--- src/rtl/aes_pkg.sv ---
// ---------------------------------------------------------------------------
// aes_pkg
// Shared types and constants for the AES byte-to-block assembler.
//   aes_block_t      : one 128-bit AES state block
//   AES_BLOCK_BYTES  : bytes per block
//   AES_BYTE_CNT_W   : width of the in-block byte counter
//   wr_state_t       : write-side FSM states (IDLE = counter 0, FILLING = partial block)
// ---------------------------------------------------------------------------
package aes_pkg;

    localparam int AES_BLOCK_BYTES = 16;
    localparam int AES_BYTE_CNT_W  = 4;

    typedef logic [127:0] aes_block_t;

    typedef enum logic {
        WR_IDLE    = 1'b0,
        WR_FILLING = 1'b1
    } wr_state_t;

endpackage

--- src/rtl/aes_block_slot_buf.sv ---
// ---------------------------------------------------------------------------
// aes_block_slot_buf
// DEPTH-entry ping-pong store of 128-bit blocks with per-slot full flags,
// write/read pointers and a complete-block level count.
// Ports:
//   i_clk, i_rst   : clock, synchronous active-high reset (control state only)
//   i_ce           : clock enable, gates the pop
//   i_wr_en        : write i_wr_byte into byte lane i_wr_idx of the write slot
//   i_wr_idx       : byte lane 0..15 (lane 0 = bits [7:0])
//   i_wr_byte      : byte to store
//   i_wr_commit    : mark the write slot full and advance the write pointer
//   i_rd_ready     : consumer takes the block at the read slot
//   o_wr_full      : write slot is occupied by a complete block
//   o_rd_block     : block at the read slot (zero while the slot is empty)
//   o_rd_valid     : read slot holds a complete block
//   o_level        : number of complete blocks held
// ---------------------------------------------------------------------------
module aes_block_slot_buf
    import aes_pkg::*;
#(
    parameter int DEPTH = 2
) (
    input  logic                      i_clk,
    input  logic                      i_rst,
    input  logic                      i_ce,
    input  logic                      i_wr_en,
    input  logic [AES_BYTE_CNT_W-1:0] i_wr_idx,
    input  logic [7:0]                i_wr_byte,
    input  logic                      i_wr_commit,
    input  logic                      i_rd_ready,
    output logic                      o_wr_full,
    output logic [127:0]              o_rd_block,
    output logic                      o_rd_valid,
    output logic [$clog2(DEPTH):0]    o_level
);

    localparam int PTR_W = $clog2(DEPTH);

    if (DEPTH < 2 || (DEPTH & (DEPTH - 1)) != 0) begin : g_bad_depth
        $error("aes_block_slot_buf: DEPTH must be a power of two and at least 2");
    end

    aes_block_t          r_slot [DEPTH];
    logic [DEPTH-1:0]    r_full;
    logic [PTR_W-1:0]    r_wr_ptr;
    logic [PTR_W-1:0]    r_rd_ptr;
    logic [PTR_W:0]      r_level;
    logic                w_pop;

    // An empty read slot can never be popped, so BLOCK_READY is ignored then.
    assign w_pop = r_full[r_rd_ptr] & i_rd_ready & i_ce;

    always_ff @(posedge i_clk) begin
        if (i_rst) begin
            r_full   <= '0;
            r_wr_ptr <= '0;
            r_rd_ptr <= '0;
            r_level  <= '0;
        end else begin
            // Commit targets an empty slot and pop a full one, so they never
            // collide on the same flag. Pointers wrap naturally (DEPTH = 2^n).
            if (i_wr_commit) begin
                r_full[r_wr_ptr] <= 1'b1;
                r_wr_ptr         <= r_wr_ptr + 1'b1;
            end
            if (w_pop) begin
                r_full[r_rd_ptr] <= 1'b0;
                r_rd_ptr         <= r_rd_ptr + 1'b1;
            end
            case ({i_wr_commit, w_pop})
                2'b10:   r_level <= r_level + 1'b1;
                2'b01:   r_level <= r_level - 1'b1;
                default: r_level <= r_level;
            endcase
        end
    end

    // Block storage carries no reset: stale contents are masked by r_full.
    always_ff @(posedge i_clk) begin
        if (i_wr_en) begin
            r_slot[r_wr_ptr][{i_wr_idx, 3'b000} +: 8] <= i_wr_byte;
        end
    end

    assign o_wr_full  = r_full[r_wr_ptr];
    assign o_rd_valid = r_full[r_rd_ptr];
    assign o_rd_block = r_full[r_rd_ptr] ? r_slot[r_rd_ptr] : '0;
    assign o_level    = r_level;

endmodule

--- src/rtl/aes_block_assembler.sv ---
// ---------------------------------------------------------------------------
// aes_block_assembler
// Packs a byte-serial valid/ready stream into 128-bit AES state blocks and
// presents them to the round core over ready/valid, with a DEPTH-slot
// ping-pong buffer so the next block can stream in while the core works.
// Byte k (k = 1..16) of a block lands in bits [k*8-1 -: 8].
//
// Optional build macro: AES_ASM_TIMEOUT_EN
//   When defined, a partial block that sees TIMEOUT_CYCLES enabled cycles
//   without an accepted byte is discarded and ERR_O pulses for one cycle.
//   When undefined, partial blocks wait indefinitely and ERR_O is 0.
//
// Ports:
//   CLK_I          : clock, rising edge
//   RESET_I        : synchronous reset, active-high
//   CE_I           : clock enable; low freezes all state
//   DATA_I/VALID_I : incoming byte and its valid
//   READY_O        : a byte can be accepted this cycle
//   BLOCK_O        : assembled block at the read slot
//   BLOCK_VALID_O  : BLOCK_O holds a complete block
//   BLOCK_READY_I  : core consumes BLOCK_O
//   LEVEL_O        : number of complete blocks held
//   ERR_O          : one-cycle pulse on partial-block abort
// ---------------------------------------------------------------------------
module aes_block_assembler
    import aes_pkg::*;
#(
    parameter int DEPTH          = 2,
    parameter int TIMEOUT_CYCLES = 64
) (
    input  logic                   CLK_I,
    input  logic                   RESET_I,
    input  logic                   CE_I,
    input  logic [7:0]             DATA_I,
    input  logic                   VALID_I,
    output logic                   READY_O,
    output logic [127:0]           BLOCK_O,
    output logic                   BLOCK_VALID_O,
    input  logic                   BLOCK_READY_I,
    output logic [$clog2(DEPTH):0] LEVEL_O,
    output logic                   ERR_O
);

    if (TIMEOUT_CYCLES < 1) begin : g_bad_timeout
        $error("aes_block_assembler: TIMEOUT_CYCLES must be at least 1");
    end

    wr_state_t                 r_state;
    logic [AES_BYTE_CNT_W-1:0] r_byte_cnt;
    logic                      w_wr_full;
    logic                      w_accept;
    logic                      w_last;

    // READY depends only on registered slot state plus CE/RESET, never on
    // VALID_I or BLOCK_READY_I.
    assign READY_O  = CE_I & ~RESET_I & ~w_wr_full;
    assign w_accept = VALID_I & READY_O;
    assign w_last   = w_accept & (r_byte_cnt == AES_BYTE_CNT_W'(AES_BLOCK_BYTES - 1));

`ifdef AES_ASM_TIMEOUT_EN
    localparam int IDLE_W = $clog2(TIMEOUT_CYCLES + 1);

    logic [IDLE_W-1:0] r_idle_cnt;
    logic              r_err;
    logic              w_abort;

    // Abort on the TIMEOUT_CYCLES-th consecutive enabled cycle without a byte.
    assign w_abort = CE_I & (r_state == WR_FILLING) & ~w_accept &
                     (r_idle_cnt == IDLE_W'(TIMEOUT_CYCLES - 1));
    assign ERR_O   = r_err;
`else
    assign ERR_O   = 1'b0;
`endif

    always_ff @(posedge CLK_I) begin
        if (RESET_I) begin
            r_state    <= WR_IDLE;
            r_byte_cnt <= '0;
`ifdef AES_ASM_TIMEOUT_EN
            r_idle_cnt <= '0;
            r_err      <= 1'b0;
`endif
        end else begin
`ifdef AES_ASM_TIMEOUT_EN
            r_err <= w_abort;
            if (CE_I) begin
                if (w_accept || w_abort || r_state != WR_FILLING) begin
                    r_idle_cnt <= '0;
                end else begin
                    r_idle_cnt <= r_idle_cnt + 1'b1;
                end
            end
`endif
            // Counter wraps 15 -> 0 on the 16th byte by natural overflow.
            if (w_accept) begin
                r_byte_cnt <= r_byte_cnt + 1'b1;
            end
            case (r_state)
                WR_IDLE: begin
                    if (w_accept) begin
                        r_state <= WR_FILLING;
                    end
                end
                WR_FILLING: begin
                    if (w_last) begin
                        r_state <= WR_IDLE;
                    end
`ifdef AES_ASM_TIMEOUT_EN
                    else if (w_abort) begin
                        r_state    <= WR_IDLE;
                        r_byte_cnt <= '0;
                    end
`endif
                end
                default: r_state <= WR_IDLE;
            endcase
        end
    end

    aes_block_slot_buf #(
        .DEPTH(DEPTH)
    ) u_slot_buf (
        .i_clk       (CLK_I),
        .i_rst       (RESET_I),
        .i_ce        (CE_I),
        .i_wr_en     (w_accept),
        .i_wr_idx    (r_byte_cnt),
        .i_wr_byte   (DATA_I),
        .i_wr_commit (w_last),
        .i_rd_ready  (BLOCK_READY_I),
        .o_wr_full   (w_wr_full),
        .o_rd_block  (BLOCK_O),
        .o_rd_valid  (BLOCK_VALID_O),
        .o_level     (LEVEL_O)
    );

endmodule
--- config.mk ---
export PLATFORM = sky130hd
export DESIGN_NAME = aes_block_assembler
export DESIGN_NICKNAME = d
export VERILOG_FILES = /design/src/rtl/aes_pkg.sv /design/src/rtl/aes_block_slot_buf.sv /design/src/rtl/aes_block_assembler.sv
export SDC_FILE = /design/constraint.sdc
export NUM_CORES = 1
export LEC_CHECK = 0
export ABC_AREA = 1
export CORE_MARGIN = 1.5
export CORE_UTILIZATION = 56
export DETAILED_ROUTE_END_ITERATION = 8
export PLACE_DENSITY_LB_ADDON = 0.1
export SYNTH_ARGS = -nofsm -noshare
export SYNTH_HDL_FRONTEND = slang
export SYNTH_SLANG_ARGS = --single-unit
--- constraint.sdc ---
create_clock -name CLK_I -period 3.1 [get_ports CLK_I]
set_input_delay 0.62 -clock CLK_I [delete_from_list [all_inputs] [get_ports CLK_I]]
set_output_delay 0.62 -clock CLK_I [all_outputs]
set_load 0.01 [all_outputs]
**After elaboration in Yosys (flattened, before gate mapping)**

Memory sizes are Yosys's and may differ from the RTL's. A register that Yosys moved wholly into a read port is not among the register bits.
Index checks and enable logic that the tools add are counted.

- Bits in registers: 10
- Bits in latches: 0
- Bits in writable memories: 256
- ROM bits: 0
- Input port bits: 13
- Output and inout bits: 133
- Word-level logic and storage cells: 52
- Memories: 1

Memories:

| name | words | width | rd ports | clocked after memory_dff | write ports | RTL line | text |
|---|---|---|---|---|---|---|---|
| u_slot_buf.r_slot | 2 | 128 | 1 | 1 | 1 | aes_block_slot_buf.sv:43 | `aes_block_t r_slot [DEPTH];` |

- Add/subtract/negate cells: 6
- $mul: 0
- Divide/modulo/power cells: 0
- Order comparisons: 4
- Eq/ne operators: 3
- Shift-type cells: 2
- Multiplexer cells: 17
- Bitwise operators: 11
- Reduce and logical (&&, ||, !) cells: 3

Operators by type and width:

| cell | number |
|---|---|
| 128-bit two-way mux | 2 |
| 8-bit by 9-bit variable shift with 128-bit output (first input constant) | 1 |
| 8-bit by 9-bit variable part select with 128-bit output | 1 |
| 1-bit two-way mux | 9 |
| 7-bit negation with 9-bit output | 1 |
| 1-bit AND | 6 |
| 2-bit two-way mux | 3 |
| 4-bit by 1-bit adder with 4-bit output (second input constant) | 1 |
| 4-bit equality test (second input constant) | 1 |
| 1-bit by 2-bit < comparator with 1-bit output (second input constant) | 2 |
| 2-bit case mux with 2 select lines | 1 |
| 1-bit adder (second input constant) | 2 |
| 2-bit by 1-bit adder with 2-bit output (second input constant) | 1 |
| 2-bit AND | 1 |
| 1-bit demux with 1-bit select | 2 |
| 2-bit by 1-bit equality test with 1-bit output (second input constant) | 1 |
| 2-bit equality test (second input constant) | 1 |
| 1-bit greater-or-equal comparator (second input constant) | 2 |
| 1-bit logical AND | 2 |
| 1-bit inverter | 2 |
| 2-bit inverter | 1 |
| 2-bit bitwise OR | 1 |
| 2-bit nonzero test | 1 |
| 2-bit by 1-bit subtractor with 2-bit output (second input constant) | 1 |

**Longest topological paths before layout**

Gate-level depths: netlist (run 1).

- Depth after elaboration: 10
- Mapped depth: 12
- Depth with buffers taken out: 11

**Hierarchy**

Synthesis (run 1) repeated with hierarchy kept, for this count alone.

- Cell total of the unflattened synthesis: 1065
- Area, all modules: 12224.2 sq um

By module, submodules not included:

| module | times used | cells an instance | area each (sq um) | sequential area each (sq um) |
|---|---|---|---|---|
| aes_block_slot_buf | 1 | 1030 | 11969.0 | 7827.5 |
| aes_block_assembler | 1 | 35 | 255.2 | 80.1 |

**Least setup slack after synthesis (run 1)**

OpenSTA, ideal clock, no wires.

- Path kind: register to register
- Start: register r_byte_cnt[0]
- End: memory u_slot_buf.r_slot[0][0] (netlist bit), enable pin
- Arrival time: 2.191 ns
- Data required time: 2.717 ns
- Path slack: 0.526 ns
- Stages on the path, launching flop included: 8
- Buffers on the path: 2
- Clock period less this slack: 2.574 ns
- Path through: dfxtp_1 > buf_2 > inv_4 > buf_2 > ha_1 > inv_1 > nand4_2 > nor3_1

- Word-level cells in the longest chain between the ends: 3

RTL lines:

| item | RTL line | text |
|---|---|---|
| from (decl) | aes_block_assembler.sv:49 | `logic [AES_BYTE_CNT_W-1:0] r_byte_cnt;` |
| from (signal assigned) | aes_block_assembler.sv:96 | `r_byte_cnt <= r_byte_cnt + 1'b1;` |
| 7-bit negation with 9-bit output | aes_block_slot_buf.sv:81 | `r_slot[r_wr_ptr][{i_wr_idx, 3'b000} +: 8] <= i_wr_byte;` |
| 8-bit by 9-bit variable shift with 128-bit output | aes_block_slot_buf.sv:81 |  |
| 128-bit two-way mux (not written as such) | aes_block_slot_buf.sv:81 |  |
| to (decl) | aes_block_slot_buf.sv:43 |  |

No other way between the ends.

==> flow_summary.json, run 1 <==
{
  "worstSetupStartpointType": "register",
  "place_congestion": 0.817,
  "yosysSeqAreaShare": 0.649,
  "slew_violations": 0,
  "p_switching_mw": 1.47,
  "syn_inst": 1047,
  "cts_resized": 0,
  "core_mm2": 0.0212,
  "antenna_left": 0,
  "power_density_mw_per_mm2": 508,
  "synth_top_cell_by_area": "edfxtp_1",
  "vdd_drop_max_mv": 0.453,
  "final_cell_mix": "256 x edfxtp_1, 187 x nand2_1, 176 x inv_1",
  "antenna_found_initial": 0,
  "layout.area.seq_mm2": 0.00791,
  "finalSetupViolCount": 0,
  "grt_max_degree": 71,
  "reg2reg_slack_ns": 0.57,
  "synthToLayoutAreaGrowth_pct": 24.3,
  "firstDrtPassIters": 5,
  "ys_top_cells_by_area": "edfxtp_1 63%, mux2_2 12%, nand2_1 5.8%",
  "avgRoutedWirePerCell_um": 17.6,
  "dieArea_mm2": 0.0227,
  "grt_overflow": 0,
  "status": "completed",
  "drive_above_1_share": 0.204,
  "finalHoldViolations": 0,
  "insertion_delay_ns": 0.53,
  "wl_um": 26800,
  "skew_ns": 0.0120,
  "buffer_ports.inserted": 144,
  "fin_cells": 1518,
  "fillCellCount": 1518,
  "synth_nets": 1064,
  "end_kind": "output pin",
  "final_util": 0.714,
  "fin_nets": 1240,
  "numCtsBuffers": 27,
  "ys_warn_count": 0,
  "path_clk_slew_ns": 0.06,
  "intPower_mw": 6.23,
  "cts_tree": "done",
  "r2r_end": "u_slot_buf.r_slot[1][97]$_DFFE_PP_",
  "num_rows": 53,
  "post-route-period-util": 0.954,
  "final_common_cell": "edfxtp_1",
  "synth_cell_types": 33,
  "synth_top_area_frac": 0.630,
  "synthesis.area_mm2": 0.0122,
  "period_minus_slack_ns": 2.96,
  "io_pins": 146,
  "drv_cap": 0,
  "crit_end": "BLOCK_O[65]",
  "power.share.clock": 0.466,
  "hp-class": "register to register",
  "crit_type": "register to output pin",
  "switching_share": 0.191,
  "die_w_um": 151,
  "reg2reg_from": "r_byte_cnt[0]$_SDFFE_PP0N_",
  "antennaDiodeCount": 0,
  "grt_pass1_wl_um": 41100,
  "leakage_nw": 5.77,
  "grt_usage": 0.242,
  "multiInputGateArea_mm2": 0.00335,
  "rsz0062_at_grt": "no",
  "path_max_fanout": 15,
  "p_seq_frac": 0.508,
  "clock_sinks": 267,
  "vias": 7922,
  "cts_root_buf": "clkbuf_16",
  "grt_pass1_vias": 7629,
  "synth_seq_cells": 267,
  "tns_ns": 0,
  "crit_arrival_ns": 2.34,
  "r2r.worst_path.cells": 8,
  "viasPerCell": 5.22,
  "worstPathRequired_ns": 2.48,
  "clock.fmax_ghz": 0.338,
  "die_y_um": 151,
  "drt_iter0_drc": 644,
  "syn_area_per_cell_um2": 11.6,
  "hpwl_um": 18500,
  "h-tree-depth": 1,
  "ctsHoldBuffers": 0,
  "p_total_mw": 7.69,
  "postCtsSetupBuffers": 2,
  "combPwrFrac": 0.026,
  "route.detailed.drc": 0,
  "dp.cells": 1467,
  "clockBufferDepth": 3,
  "initial_core_util": 0.575
}
## stage by stage
stage	setup WS, ns	area (um2)	hold slack [ns]
floorplan	0.526	12200	0.443
global placement	0.314	14200	0.453
detailed placement	0.291	14200	0.465
CTS	0.130	15200	0.474
global route	0.0670	15200	0.500
finish	0.144	15200	0.476
## cell type report
type,count,share of cell area
Clock inverter,16,0.0189
Inverter,187,0.0466
Tap cell,275,0.0227
Clock buffer,33,0.0461
Timing Repair Buffer,193,0.123
Sequential cell,267,0.522
Multi-Input combinational cell,547,0.221
## logic make-up (layout without fill, tap and decap cells)
kind of cell               Yosys count  count (layout)  share of synthesized area
AOI/OAI and AO/OA                   11              11                    0.00451
and+or+nand+nor                    400             400                      0.144
muxes                              128             128                      0.118
buffers and inverters              233             429                     0.0780
other                                1               1                   0.000308
xor gates and xnor gates             3               3                    0.00216
adders and majority gates            4               4                    0.00410
DFF                                267             267                      0.649
## flip-flops by register name, summed over array words and instances (netlist names), named ones only
signal               cells
u_slot_buf.r_rd_ptr      1
u_slot_buf.o_level       2
u_slot_buf.r_full        2
r_byte_cnt               4
u_slot_buf.r_slot      256
u_slot_buf.r_wr_ptr      1
## worst min path at each step
stage	startpoint	end	slack, ns	cells after the start
4_1_cts	u_slot_buf.r_full[1]$_SDFF_PP0_	u_slot_buf.r_full[1]$_SDFF_PP0_	0.47	2
3_5_place_dp	u_slot_buf.r_full[1]$_SDFF_PP0_	u_slot_buf.r_full[1]$_SDFF_PP0_	0.47	2
3_3_place_gp	u_slot_buf.r_full[1]$_SDFF_PP0_	u_slot_buf.r_full[1]$_SDFF_PP0_	0.45	2
5_1_grt	u_slot_buf.r_full[1]$_SDFF_PP0_	u_slot_buf.r_full[1]$_SDFF_PP0_	0.50	2
2_1_floorplan	u_slot_buf.r_full[1]$_SDFF_PP0_	u_slot_buf.r_full[1]$_SDFF_PP0_	0.44	2
6_report	u_slot_buf.r_full[1]$_SDFF_PP0_	u_slot_buf.r_full[1]$_SDFF_PP0_	0.48	2
## metal layers
| layer | routed length [um] | global-route usage |
|---|---|---|
| met5 | 0 | 0 |
| met4 | 677 | 0.0725 |
| met3 | 2020 | 0.0373 |
| met2 | 12300 | 0.375 |
| met1 | 11700 | 0.355 |
## synthesized netlist by cell type
master / instances
nand2_4: 2
nand4_4: 1
buf_4: 1
inv_2: 9
nand2_1: 187
nor2_1: 147
clkbuf_1: 6
nor3_1: 29
conb_1: 1
edfxtp_1: 256
nor2_2: 1
nor2_8: 2
nand2_2: 2
a21oi_1: 6
nand3_4: 2
and3_1: 1
nand4_1: 2
nand2_8: 1
mux2_2: 128
nor2_4: 4
o21ai_1: 1
ha_1: 4
nand4_2: 1
inv_4: 2
inv_1: 176
nand3_2: 5
o21ai_0: 4
dfxtp_1: 11
nor3_2: 2
buf_6: 3
xor2_1: 3
nand3_1: 11
buf_2: 36
## power by group through the flow
stage / Sequential [mW] / Clock [mW] / Combinational (mW)
floorplan: 3.99 / 0 / 0.129
global placement: 3.99 / 0 / 0.196
detailed placement: 3.99 / 0 / 0.198
CTS: 3.91 / 3.61 / 0.199
global route: 3.91 / 3.75 / 0.217
finish: 3.91 / 3.58 / 0.201
## worst max-delay path: stages (launching register included)
cell and delay [ns]:
dfxtp_4 0.54, buf_4 0.30, mux2_2 0.36, nand2_1 0.08
inv_1 0.05, clkdlybuf4s50_1 0.47
No activity file was read; power rests on OpenSTA's default activity.
==> run 2, diff against run 1 <==
- CORE_UTILIZATION: 56 -> 58
- CTS_BUF_LIST: not set -> sky130_fd_sc_hd__clkbuf_8
==> run 2 against run 1 <==
Net effect:
- cell area fell by 1.5%
- clock power fell by 27%
- worst hold slack improved by 0.028 ns
- combinational power barely moved
- critical path depth rose by 1
- first-iteration DRC count fell by 6.5%
- sequential cell count did not move
- final cell count rose by 1.4%
- non-clock buffer count did not move
- critical endpoint is now BLOCK_O[114]
- largest cell class unchanged
==> flow_summary.json, run 2 (synthesis gave the netlist of run 1 again) <==
{
  "die_w_um": 148,
  "fin_cells": 1540,
  "grt_usage": 0.251,
  "tns_ns": 0,
  "h-tree-depth": 2,
  "cp_cell_sequence": "nand2_2 > o21ai_4 > buf_12 > nand2_1 > inv_1 > clkdlybuf4s50_1",
  "viasPerCell": 5.14,
  "antennaDiodeCount": 0,
  "crit_arrival_ns": 2.35,
  "grt_pass1_wl_um": 41600,
  "vdd_drop_max_mv": 0.362,
  "fin_nets": 1257,
  "final_cell_mix": "256 x edfxtp_1, 197 x inv_1, 186 x nand2_1",
  "p_total_mw": 6.74,
  "ctsHoldBuffers": 0,
  "drt_iter0_drc": 602,
  "fillCellCount": 1460,
  "numCtsBuffers": 43,
  "dpl-instance-area_mm2": 0.0142,
  "finalSetupViolCount": 0,
  "grt_pass1_vias": 7694,
  "critical_path_buf_inv_count": 3,
  "largest_reg_flops": 256,
  "worstSetupStartpointType": "register",
  "dp.cells": 1461,
  "insertion_delay_ns": 0.54,
  "slew_violations": 0,
  "slowest_stage": "clkdlybuf4s50_1",
  "skew_ns": 0.0169,
  "hpwl_um": 18300,
  "worstPathRequired_ns": 2.48,
  "place_congestion": 0.827,
  "status": "completed",
  "antenna_found_initial": 0,
  "route.detailed.drc": 0,
  "clockBufferDepth": 3,
  "cts_root_buf": "clkbuf_8",
  "dieArea_mm2": 0.0219,
  "critPathLaunch": "u_slot_buf.r_rd_ptr$_SDFFE_PP0N_",
  "period_minus_slack_ns": 2.97,
  "max_slew.worst_pin.slew_ns": 0.539,
  "max_stage_delay_ns": 0.53,
  "cts_tree": "done",
  "buffer_ports.inserted": 144,
  "cp_top_family": "buffers and inverters",
  "post-route-period-util": 0.957,
  "antenna_left": 0,
  "wl_um": 27000,
  "grt_max_degree": 47,
  "fin_ws_ns": 0.132,
  "grt_overflow": 0,
  "regMostFlops": "u_slot_buf.r_slot",
  "die_y_um": 148,
  "drive_above_1_share": 0.209,
  "path_clk_slew_ns": 0.06,
  "timing.slew.headroom": 0.641,
  "leakage_nw": 5.76,
  "vias": 7912,
  "top_regs": "u_slot_buf.r_slot: 256 flops, r_byte_cnt: 4 flops",
  "power_density_mw_per_mm2": 451,
  "initial_core_util": 0.597,
  "num_rows": 52,
  "crit_type": "register to output pin",
  "end_kind": "output pin",
  "hp-class": "register to register",
  "drv_cap": 0,
  "dp_slack_ns": 0.264,
  "synthToLayoutAreaGrowth_pct": 22.4,
  "firstDrtPassIters": 5,
  "rsz0062_at_grt": "no",
  "avgRoutedWirePerCell_um": 17.5,
  "hp-start": "u_slot_buf.r_full[1]$_SDFF_PP0_",
  "final_area_mm2": 0.0149,
  "clock_sinks": 267,
  "core_mm2": 0.0204,
  "clock.fmax_ghz": 0.337,
  "io_pins": 146,
  "final_common_cell": "edfxtp_1",
  "path_max_fanout": 42,
  "reg2reg_from": "r_byte_cnt[1]$_SDFFE_PP0N_",
  "finalHoldViolations": 0
}
## run 2: worst paths after layout
check        cells past startpoint                                  to  slack [ns]
max                              6                        BLOCK_O[114]        0.13
min                              2     u_slot_buf.r_full[1]$_SDFF_PP0_        0.50
max reg2reg                     10  u_slot_buf.r_slot[0][65]$_DFFE_PP_        0.66
min reg2reg                      2     u_slot_buf.r_full[1]$_SDFF_PP0_        0.50
## run 2: where the power goes
| part | switching [mW] | internal, mW |
|---|---|---|
| Clock | 1.28 | 1.34 |
| Sequential | 0.00316 | 3.91 |
| Combinational | 0.150 | 0.0518 |
## run 2: repair_timing
action                                  CTS  global route
setup buffers                             3             0
endpoints found under the setup margin  108             2
pin swaps                                 1             1
gates cloned                              1             0
resized for setup                         2             0
## run 2: layout make-up
class,instances,area (um2),area share
Sequential cell,267,7910,0.530
Tap cell,270,338,0.0226
Inverter,187,707,0.0474
Multi-Input combinational cell,548,3360,0.225
Clock inverter,30,124,0.00830
Clock buffer,45,619,0.0415
Timing Repair Buffer,193,1870,0.125
## run 2: stage by stage
stage	hold slack [ns]	util
after detailed placement	0.482	0.693
after global routing	0.513	0.731
final	0.505	0.731
after CTS	0.502	0.731
after global placement	0.460	0.693
after floorplan	0.443	-
## run 2: layer usage
| layer | track usage | wire [um] | vias up |
|---|---|---|---|
| met4 | 0.0752 | 527 | 0 |
| met3 | 0.0481 | 2130 | 45 |
| met5 | 0 | 0 | - |
| li1 | - | - | 3802 |
| met1 | 0.365 | 11900 | 3761 |
| met2 | 0.386 | 12500 | 304 |
## run 2: worst reg2reg max path: stages, from the launching register on
cell     delay, ns
dfxtp_1       0.49
inv_1         0.12
ha_1          0.23
inv_1         0.06
nand2_1       0.08
nand2_4       0.21
inv_2         0.09
nor2_1        0.35
nand2_1       0.15
nor2_1        0.17
buf_4         0.20
==> run 3, diff against run 2 <==
- CORE_UTILIZATION: 58 -> 56
- CTS_BUF_LIST: sky130_fd_sc_hd__clkbuf_8 -> not set
- REMOVE_ABC_BUFFERS: not set -> 1
==> run 3 against run 2 <==
Net effect:
- highest routed layer unchanged
- die area increased by 3.5%
- clock skew is 0.0072 ns lower
- largest cell class unchanged
- register-to-register slack improved by 0.05 ns
- combinational power grew 3%
- maximum frequency down 0.80%
==> flow_summary.json, run 3 (synthesis gave the netlist of run 1 again) <==
{
  "status": "completed",
  "wl_um": 26300,
  "grt_pass1_vias": 7524,
  "final_cell_mix": "256 x edfxtp_1, 187 x nand2_1, 176 x inv_1",
  "skew_ns": 0.00974,
  "fin_nets": 1237,
  "end_kind": "output pin",
  "largest_reg_flops": 256,
  "r2r_end": "u_slot_buf.r_slot[0][100]$_DFFE_PP_",
  "h-tree-depth": 1,
  "multiInputGateArea_mm2": 0.00335,
  "path_max_fanout": 79,
  "antenna_left": 0,
  "worstSetupStartpointType": "register",
  "clock.fmax_ghz": 0.334,
  "cts_resized": 0,
  "final_area_mm2": 0.0150,
  "antenna_found_initial": 0,
  "die_w_um": 151,
  "die_y_um": 151,
  "max_stage_delay_ns": 0.47,
  "numCtsBuffers": 27,
  "fin_cells": 1515,
  "top_regs": "u_slot_buf.r_slot: 256 flops, r_byte_cnt: 4 flops",
  "intPower_mw": 5.89,
  "route.detailed.drc": 0,
  "viasPerCell": 5.14,
  "power_density_mw_per_mm2": 490,
  "critical_path_buf_inv_count": 3,
  "cts_tree": "done",
  "reg2reg_from": "r_byte_cnt[1]$_SDFFE_PP0N_",
  "synthToLayoutAreaGrowth_pct": 23.3,
  "grt_usage": 0.234,
  "leakage_nw": 5.71,
  "firstDrtPassIters": 5,
  "cp_top_family": "buffers and inverters",
  "finalSetupViolCount": 0,
  "clockBufferDepth": 3,
  "period_minus_slack_ns": 2.99,
  "grt_pass1_wl_um": 39900,
  "drive_above_1_share": 0.201,
  "p_switching_mw": 1.48,
  "dpl-instance-area_mm2": 0.0141,
  "avgRoutedWirePerCell_um": 17.3,
  "r2r.worst_path.cells": 8,
  "dp.cells": 1466,
  "cts_root_buf": "clkbuf_16",
  "power.share.clock": 0.441,
  "hp-class": "register to register",
  "buffer_ports.inserted": 144,
  "hold_end": "u_slot_buf.r_full[1]$_SDFF_PP0_",
  "hp-start": "u_slot_buf.r_full[1]$_SDFF_PP0_",
  "place_congestion": 0.797,
  "core_mm2": 0.0212,
  "timing.slew.headroom": 0.645,
  "antennaDiodeCount": 0,
  "worstPathRequired_ns": 2.48,
  "post-route-period-util": 0.965,
  "p_seq_frac": 0.531,
  "path_clk_slew_ns": 0.06,
  "vdd_drop_max_mv": 0.384,
  "grt_overflow": 0,
  "max_slew.worst_pin.slew_ns": 0.532,
  "layout.area.seq_mm2": 0.00791,
  "num_rows": 53,
  "initial_core_util": 0.575,
  "final_common_cell": "edfxtp_1",
  "insertion_delay_ns": 0.53,
  "drt_iter0_drc": 481,
  "hpwl_um": 17400,
  "worst_hold_slack_ns": 0.475,
  "vias": 7791,
  "slowest_stage": "clkdlybuf4s50_1",
  "switching_share": 0.201,
  "grt_max_degree": 80,
  "p_total_mw": 7.37,
  "fillCellCount": 1561,
  "tns_ns": 0,
  "reg2reg_slack_ns": 0.71,
  "combPwrFrac": 0.028,
  "ctsHoldBuffers": 0,
  "postCtsSetupBuffers": 0,
  "rsz0062_at_grt": "no",
  "hold_depth": 2,
  "clock_sinks": 267,
  "finalHoldViolations": 0,
  "cp_cell_sequence": "buf_12 > mux2_2 > nand2_1 > inv_1 > clkdlybuf4s50_1",
  "crit_arrival_ns": 2.37,
  "dieArea_mm2": 0.0227,
  "slew_violations": 0,
  "crit_type": "register to output pin",
  "regMostFlops": "u_slot_buf.r_slot",
  "drv_cap": 0,
  "io_pins": 146
}
[run 3: power by group through the flow]
stage | Combinational, mW | Clock [mW] | Sequential, mW
CTS | 0.207 | 3.28 | 3.91
global placement | 0.203 | 0 | 3.99
floorplan | 0.117 | 0 | 3.99
finish | 0.208 | 3.25 | 3.91
global route | 0.224 | 3.41 | 3.91
detailed placement | 0.205 | 0 | 3.99
[run 3: worst max path at each step]
stage	start	to	slack (ns)	cells past startpoint
5_1_grt	u_slot_buf.r_rd_ptr$_SDFFE_PP0N_	BLOCK_O[67]	0.02	6
6_report	register	BLOCK_O[71]	0.11	5
3_5_place_dp	RESET_I	READY_O	0.29	5
4_1_cts	register	BLOCK_O[66]	0.12	5
2_1_floorplan	u_slot_buf.r_full[0]$_SDFF_PP0_	u_slot_buf.o_level[1]$_SDFFE_PP0P_	-2.56	8
3_3_place_gp	RESET_I	READY_O	0.34	5
[run 3: layer usage]
layer,wire length [um],part of all wire,track usage
met1,11400,0.43,0.322
met2,12900,0.49,0.395
met3,1430,0.055,0.0288
met4,532,0.020,0.0613
met5,0,0,0
[run 3: tightest hold or removal path: cells and delay by family, from the launching register on]
kind,cells,cell delay (ns)
DFF,1,0.32
AOI/OAI and AO/OA,1,0.06
buffers and inverters,1,0.05
[run 3: metrics by stage]
| step | utilization | setup WS [ns] |
|---|---|---|
| final | 0.708 | 0.108 |
| after global routing | 0.708 | 0.0150 |
| after CTS | 0.708 | 0.115 |
| after detailed placement | 0.667 | 0.289 |
| after global placement | 0.667 | 0.344 |
| after floorplan | - | -2.56 |
[run 3: area by class of cell]
type | instances | share of cell area
Timing Repair Buffer | 190 | 0.122
Clock inverter | 19 | 0.0132
Clock buffer | 30 | 0.0457
Multi-Input combinational cell | 547 | 0.223
Sequential cell | 267 | 0.526
Inverter | 187 | 0.0470
Tap cell | 275 | 0.0229
